File: src/rtl/pio_reg_arbiter.sv
// Round-robin arbiter that serialises NREQ requesters onto the single-port PIO register block,
// with read-data return and a bounded busy-stall timeout.
module pio_reg_arbiter #(
   parameter int NREQ    = 2,
   parameter int ADDR_W  = 12,
   parameter int DATA_W  = 32,
   parameter int TIMEOUT = 16
) (
   input  logic                     clk,
   input  logic                     reset,
   input  logic [NREQ-1:0]          req,
   input  logic [NREQ-1:0]          req_rw,
   input  logic [NREQ*ADDR_W-1:0]   req_addr,
   input  logic [NREQ*DATA_W-1:0]   req_wdata,
   output logic [NREQ-1:0]          ack,
   output logic                     err,
   output logic [DATA_W-1:0]        resp_rdata,
   output logic                     pio_sel,
   output logic                     pio_rw,
   output logic [ADDR_W-1:0]        pio_addr,
   output logic [DATA_W-1:0]        pio_wdata,
   input  logic [DATA_W-1:0]        pio_rdata,
   input  logic                     pio_busy
);

   localparam int IDX_W = (NREQ > 2) ? 2 : 1;
   localparam int CNT_W = $clog2(TIMEOUT) + 1;

   typedef enum logic [1:0] {IDLE, ISSUE, RESP} state_t;

   state_t             state, state_nxt;
   logic [IDX_W-1:0]   ptr, grant, winner, cand;
   logic               found;
   logic [CNT_W-1:0]   cnt, cnt_nxt;
   logic               lat_rw;
   logic [ADDR_W-1:0]  lat_addr;
   logic [DATA_W-1:0]  lat_wdata;

   // Cyclic search starting at the pointer; the first set request wins.
   always_comb begin
      // NOTE: every variable written here gets a default first, otherwise a latch is inferred.
      winner = '0;
      found  = 1'b0;
      cand   = '0;
      for (int i = 0; i < NREQ; i++) begin
         // NOTE: blocking '=' in combinational logic so later iterations see the updated flags.
         cand = IDX_W'((int'(ptr) + i) % NREQ);
         if (!found && req[cand]) begin
            found  = 1'b1;
            winner = cand;
         end
      end
   end

   always_comb begin
      state_nxt  = state;
      cnt_nxt    = cnt;
      ack        = '0;
      err        = 1'b0;
      resp_rdata = '0;
      pio_sel    = 1'b0;
      pio_rw     = 1'b0;
      pio_addr   = '0;
      pio_wdata  = '0;
      case (state)
         IDLE: begin
            if (found) begin
               state_nxt = ISSUE;
               cnt_nxt   = '0;
            end
         end
         ISSUE: begin
            if (!pio_busy) begin
               pio_sel   = 1'b1;
               pio_rw    = lat_rw;
               pio_addr  = lat_addr;
               pio_wdata = lat_wdata;
               if (lat_rw) begin
                  ack[grant] = 1'b1;
                  state_nxt  = IDLE;
               end else begin
                  state_nxt = RESP;
               end
            end else begin
               cnt_nxt = cnt + CNT_W'(1);
               // Give up without ever issuing the access.
               if (cnt == CNT_W'(TIMEOUT - 1)) begin
                  ack[grant] = 1'b1;
                  err        = 1'b1;
                  state_nxt  = IDLE;
               end
            end
         end
         RESP: begin
            ack[grant] = 1'b1;
            resp_rdata = pio_rdata;
            state_nxt  = IDLE;
         end
         default: state_nxt = IDLE;
      endcase
      // A reset coinciding with a completion suppresses it; the transaction is abandoned.
      if (reset) begin
         ack        = '0;
         err        = 1'b0;
         resp_rdata = '0;
         pio_sel    = 1'b0;
         pio_rw     = 1'b0;
         pio_addr   = '0;
         pio_wdata  = '0;
      end
   end

   always_ff @(posedge clk) begin
      if (reset) begin
         state     <= IDLE;
         ptr       <= '0;
         grant     <= '0;
         cnt       <= '0;
         lat_rw    <= 1'b0;
         lat_addr  <= '0;
         lat_wdata <= '0;
      end else begin
         state <= state_nxt;
         cnt   <= cnt_nxt;
         if (state == IDLE && found) begin
            grant     <= winner;
            ptr       <= IDX_W'((int'(winner) + 1) % NREQ);
            lat_rw    <= req_rw[winner];
            lat_addr  <= req_addr[int'(winner)*ADDR_W +: ADDR_W];
            lat_wdata <= req_wdata[int'(winner)*DATA_W +: DATA_W];
         end
      end
   end

endmodule

File: config.mk
export PLATFORM = sky130hd
export DESIGN_NAME = pio_reg_arbiter
export DESIGN_NICKNAME = d
export VERILOG_FILES = /design/src/rtl/pio_reg_arbiter.sv
export SDC_FILE = /design/constraint.sdc
export NUM_CORES = 1
export LEC_CHECK = 0
export BUFFER_PORTS_ARGS = -buffer_cell sky130_fd_sc_hd__buf_4
export CORE_MARGIN = 10
export CORE_UTILIZATION = 45
export CTS_BUF_LIST = sky130_fd_sc_hd__clkbuf_4 sky130_fd_sc_hd__clkbuf_8 sky130_fd_sc_hd__clkbuf_16
export DETAILED_ROUTE_END_ITERATION = 6
export MAX_ROUTING_LAYER = met4
export PLACE_DENSITY = 0.87
export SYNTH_ARGS = -nofsm -noshare
export SYNTH_HDL_FRONTEND = slang
export SYNTH_SLANG_ARGS = --single-unit
File: constraint.sdc
create_clock -name clk -period 4.1 [get_ports clk]
set_input_delay 0.615 -clock clk [delete_from_list [all_inputs] [get_ports clk]]
set_output_delay 0.615 -clock clk [all_outputs]
set_load 0.01 [all_outputs]
==> impl_results.html <==
<table>
<tr><th>Metric</th><th>Value</th></tr>
<tr><th colspan="2">Route</th></tr>
<tr><td>Via density</td><td>5.58</td></tr>
<tr><td>Detailed-route DRC error count</td><td>0</td></tr>
<tr><td>Vias post-DR</td><td>~3200</td></tr>
<tr><td>Antenna violation net count after detailed routing</td><td>0</td></tr>
<tr><td>Average wire length per cell after detail routing</td><td>19.4 um</td></tr>
<tr><td>Final Routed Wirelength</td><td>roughly 11000 um</td></tr>
<tr><td>Number of DRC markers in iteration 0</td><td>about 130</td></tr>
<tr><td>First-pass DRT Iterations</td><td>4</td></tr>
<tr><th colspan="2">Final layout</th></tr>
<tr><td>Share of the core filled with cells in the final layout</td><td>0.717</td></tr>
<tr><td>Fraction of layout cells with a size suffix above 1</td><td>0.453</td></tr>
<tr><td>Antenna diode count</td><td>0</td></tr>
<tr><td>Count of nets after finishing</td><td>625</td></tr>
<tr><td>Number of filler instances in the final layout</td><td>roughly 500</td></tr>
<tr><td>P&amp;R area growth vs syn</td><td>54.7%</td></tr>
<tr><td>Fin area</td><td>roughly 4600 um2</td></tr>
<tr><th colspan="2">STA</th></tr>
<tr><td>Worst hold slack</td><td>roughly 0.46 ns</td></tr>
<tr><td>Relative slew slack</td><td>0.215</td></tr>
<tr><td>Count of endpoints failing hold in the final timing report</td><td>0</td></tr>
<tr><td>Skew final</td><td>0.00741 ns</td></tr>
<tr><td>Max-slew violation count</td><td>0</td></tr>
<tr><td>Min Clock Period, post-route</td><td>between 2 and 3 ns</td></tr>
<tr><td>Top achievable clock speed</td><td>382 MHz</td></tr>
<tr><td>Setup-violating endpoint count in the final report</td><td>0</td></tr>
<tr><td>Slew at the pin closest to its max-slew limit</td><td>1.18 ns</td></tr>
<tr><td>Sum Neg Setup Slack</td><td>0 ns</td></tr>
<tr><td>Worst Setup Slack, final</td><td>roughly 1.5 ns</td></tr>
<tr><td>Period utilization</td><td>0.638</td></tr>
<tr><td>Unrepaired setup endpoints after global routing</td><td>no</td></tr>
<tr><th colspan="2">Pwr</th></tr>
<tr><td>LEAKAGE</td><td>between 0.002 and 0.0025 uW</td></tr>
<tr><td>Max rail drop VDD</td><td>approximately 0.18 mV</td></tr>
<tr><td>Power per unit of standard cell area</td><td>272 nW/um2</td></tr>
<tr><th colspan="2">Place</th></tr>
<tr><td>Setup WS pre-CTS</td><td>about 1.6 ns</td></tr>
<tr><td>DP Wirelength</td><td>~8600 um</td></tr>
<tr><td>Number of input and output port buffers inserted</td><td>between 200 and 250</td></tr>
<tr><td>Final Wtd Congestion</td><td>0.800</td></tr>
<tr><td>DP Area</td><td>around 4500 um2</td></tr>
<tr><th colspan="2">CTS</th></tr>
<tr><td>Clk Tree Root Cell</td><td>clkbuf_8</td></tr>
<tr><td>Clock insertion delay at the later pin of the skew report</td><td>0.31 ns</td></tr>
<tr><td>Clock-pin transition on the worst setup and hold timing paths</td><td>~0.09 ns</td></tr>
<tr><td>Clock tree from TritonCTS</td><td>built</td></tr>
<tr><td>CTS-repair resized insts</td><td>0</td></tr>
<tr><td>Number of buffers created by CTS</td><td>5</td></tr>
<tr><td>Total number of H-tree levels</td><td>2</td></tr>
<tr><td>Post-CTS Hold Fix Bufs</td><td>0</td></tr>
<tr><td>Clock buffer depth</td><td>2</td></tr>
<tr><td>Clock sinks</td><td>54</td></tr>
<tr><td>Number of buffers inserted to repair setup after CTS</td><td>0</td></tr>
<tr><th colspan="2">Global route</th></tr>
<tr><td>Vias in the first global route</td><td>between 3000 and 4000</td></tr>
<tr><td>Residual overflow from global routing</td><td>0</td></tr>
<tr><td>Wire length of the first global-routing pass</td><td>~17000 um</td></tr>
<tr><td>Overall track demand over capacity in global routing</td><td>0.210</td></tr>
<tr><td>Pin count of the biggest net entering global routing</td><td>52</td></tr>
<tr><td>Initial antenna violation count</td><td>0</td></tr>
<tr><th colspan="2">Setup path</th></tr>
<tr><td>Critical path start-end classification</td><td>reg2out</td></tr>
<tr><td>Startpoint kind of the worst setup timing path</td><td>register</td></tr>
<tr><td>Worst-path maximum fanout</td><td>between 40 and 50</td></tr>
<tr><td>Type of destination of the critical path</td><td>primary output</td></tr>
<tr><td>Required time at the endpoint of the critical path</td><td>roughly 3.5 ns</td></tr>
<tr><td>Arrival time of data at the critical path endpoint</td><td>approximately 2 ns</td></tr>
<tr><th colspan="2">Synthesis</th></tr>
<tr><td>Number of different library cells in the post-synthesis netlist</td><td>39</td></tr>
<tr><td>Mapped Area</td><td>approximately 2900 um2</td></tr>
<tr><td>Share of synthesized area occupied by flip-flops and latches</td><td>0.368</td></tr>
<tr><td>Post-synthesis area per instance</td><td>roughly 9.4 um2</td></tr>
<tr><td>Post-synthesis net count</td><td>445</td></tr>
<tr><td>Count of warnings emitted by yosys</td><td>0</td></tr>
<tr><td>Number of flip-flops and latches in the synthesized netlist</td><td>54</td></tr>
<tr><td>Synthesized netlist cell count</td><td>about 310</td></tr>
<tr><th colspan="2">Die</th></tr>
<tr><td>Overall die height</td><td>~100 um</td></tr>
<tr><td>Core Rows</td><td>29</td></tr>
<tr><td>Initial standard-cell utilization of the core</td><td>0.463</td></tr>
<tr><td>Die W</td><td>around 100 um</td></tr>
<tr><td>Placeable Area</td><td>6350 um2</td></tr>
<tr><td>Boundary pin count</td><td>approximately 210</td></tr>
<tr><td>Area enclosed by the die boundary</td><td>10200 um2</td></tr>
<tr><th colspan="2">Hold path</th></tr>
<tr><td>Hold WC Path Type</td><td>reg2reg</td></tr>
<tr><th colspan="2">Job</th></tr>
<tr><td>Count of max-cap constraint violations</td><td>0</td></tr>
<tr><th colspan="2">Run status</th></tr>
<tr><td>Outcome</td><td>completed</td></tr>
</table>
[stage by stage]
| stage | instances | power [uW] |
|---|---|---|
| after global routing | 571 | 1310 |
| after CTS | 571 | 1240 |
| after global placement | 563 | 927 |
| after detailed placement | 563 | 939 |
| after floorplan | 313 | 791 |
| final | 571 | 1240 |
[metal layers]
layer,part of all wire,track usage,up-vias
li1,-,-,1552
met1,0.40,0.224,1475
met2,0.51,0.371,149
met3,0.085,0.0700,8
met4,0.0067,0.0380,0
met5,0,-,-
[final timing paths]
| kind | cells after the start | end | from | slack (ns) |
|---|---|---|---|---|
| worst min-delay path | 1 | lat_wdata[27] | lat_wdata[27] | 0.46 |
| worst min register to register | 1 | lat_wdata[27] | lat_wdata[27] | 0.46 |
| worst max register to register | 4 | lat_wdata[30] | state[0] | 2.07 |
| worst max-delay path | 6 | pio_addr[4] | state[1] | 1.48 |
[power breakdown]
| part | internal, uW | total [uW] | switching [uW] |
|---|---|---|---|
| sequential | 580 | 610 | 29.9 |
| clock | 136 | 311 | 175 |
| combinational | 161 | 316 | 154 |
[area by class of cell]
type	count	area, um2	area share
Tap cell	77	96.3	0.0212
Clock inverter	2	12.5	0.00275
Inverter	5	18.8	0.00412
Sequential cell	54	1080	0.238
Clock buffer	6	82.6	0.0181
Timing Repair Buffer	209	1570	0.345
Multi-Input combinational cell	218	1690	0.371
[registers in the layout (all words and copies together), names as in the netlist]
signal,flops
cnt,5
grant,1
lat_addr,12
lat_rw,1
lat_wdata,32
ptr,1
state,2
[worst max-delay path: stages, from the launching register on]
cell and delay (ns):
dfxtp_1 0.33, inv_1 0.07, ha_1 0.34, nor3b_4 0.24
buf_4 0.37, and2_1 0.21, buf_4 0.13
[kinds of logic (layout without fill, tap and decap cells)]
logic type               Yosys count  in the layout  synth area share
flip-flops                        54             54             0.368
multiplexers                       2              2           0.00723
AO/OA/AOI/OAI                    111            111             0.316
buffers and inverters             41            222            0.0642
AND/OR/NAND/NOR                  100            100             0.224
adder cells (fa/ha/maj)            5              5            0.0213
[synth_stat cells, drive strengths merged]
library cell / count / area, um2
inv: 5 / 18.8
or4: 2 / 15.0
nor4bb: 1 / 10.0
or3: 1 / 6.26
a32oi: 46 / 403
o2bb2ai: 45 / 394
and4b: 1 / 10.0
or2: 1 / 6.26
and3: 1 / 6.26
o21ai: 5 / 25.0
o21bai: 1 / 7.51
nor3b: 2 / 31.3
and3b: 1 / 8.76
ha: 5 / 62.6
a211oi: 1 / 7.51
buf: 17 / 98.8
nand2: 2 / 7.51
nand3: 1 / 5.00
nor2: 2 / 7.51
nor2b: 1 / 6.26
mux2i: 1 / 10.0
and2: 77 / 482
o31ai: 2 / 15.0
clkbuf: 19 / 71.3
nand3b: 1 / 7.51
dfxtp: 54 / 1080
nor4b: 1 / 8.76
or4b: 2 / 20.0
a2bb2oi: 1 / 8.76
a21boi: 1 / 11.3
a21oi: 9 / 56.3
nand2b: 2 / 12.5
mux2: 1 / 11.3
nand4b: 1 / 8.76
[cell usage in the layout (no fill, tap or decap), drive strengths merged, types with 5 or more instances in the layout]
master,netlist,layout
o2bb2ai,45,45
inv,5,5
o21ai,5,5
and2,77,77
dfxtp,54,54
clkbuf,19,6
buf,17,209
ha,5,5
a21oi,9,9
a32oi,46,46
(Power assumes the default switching activity.)
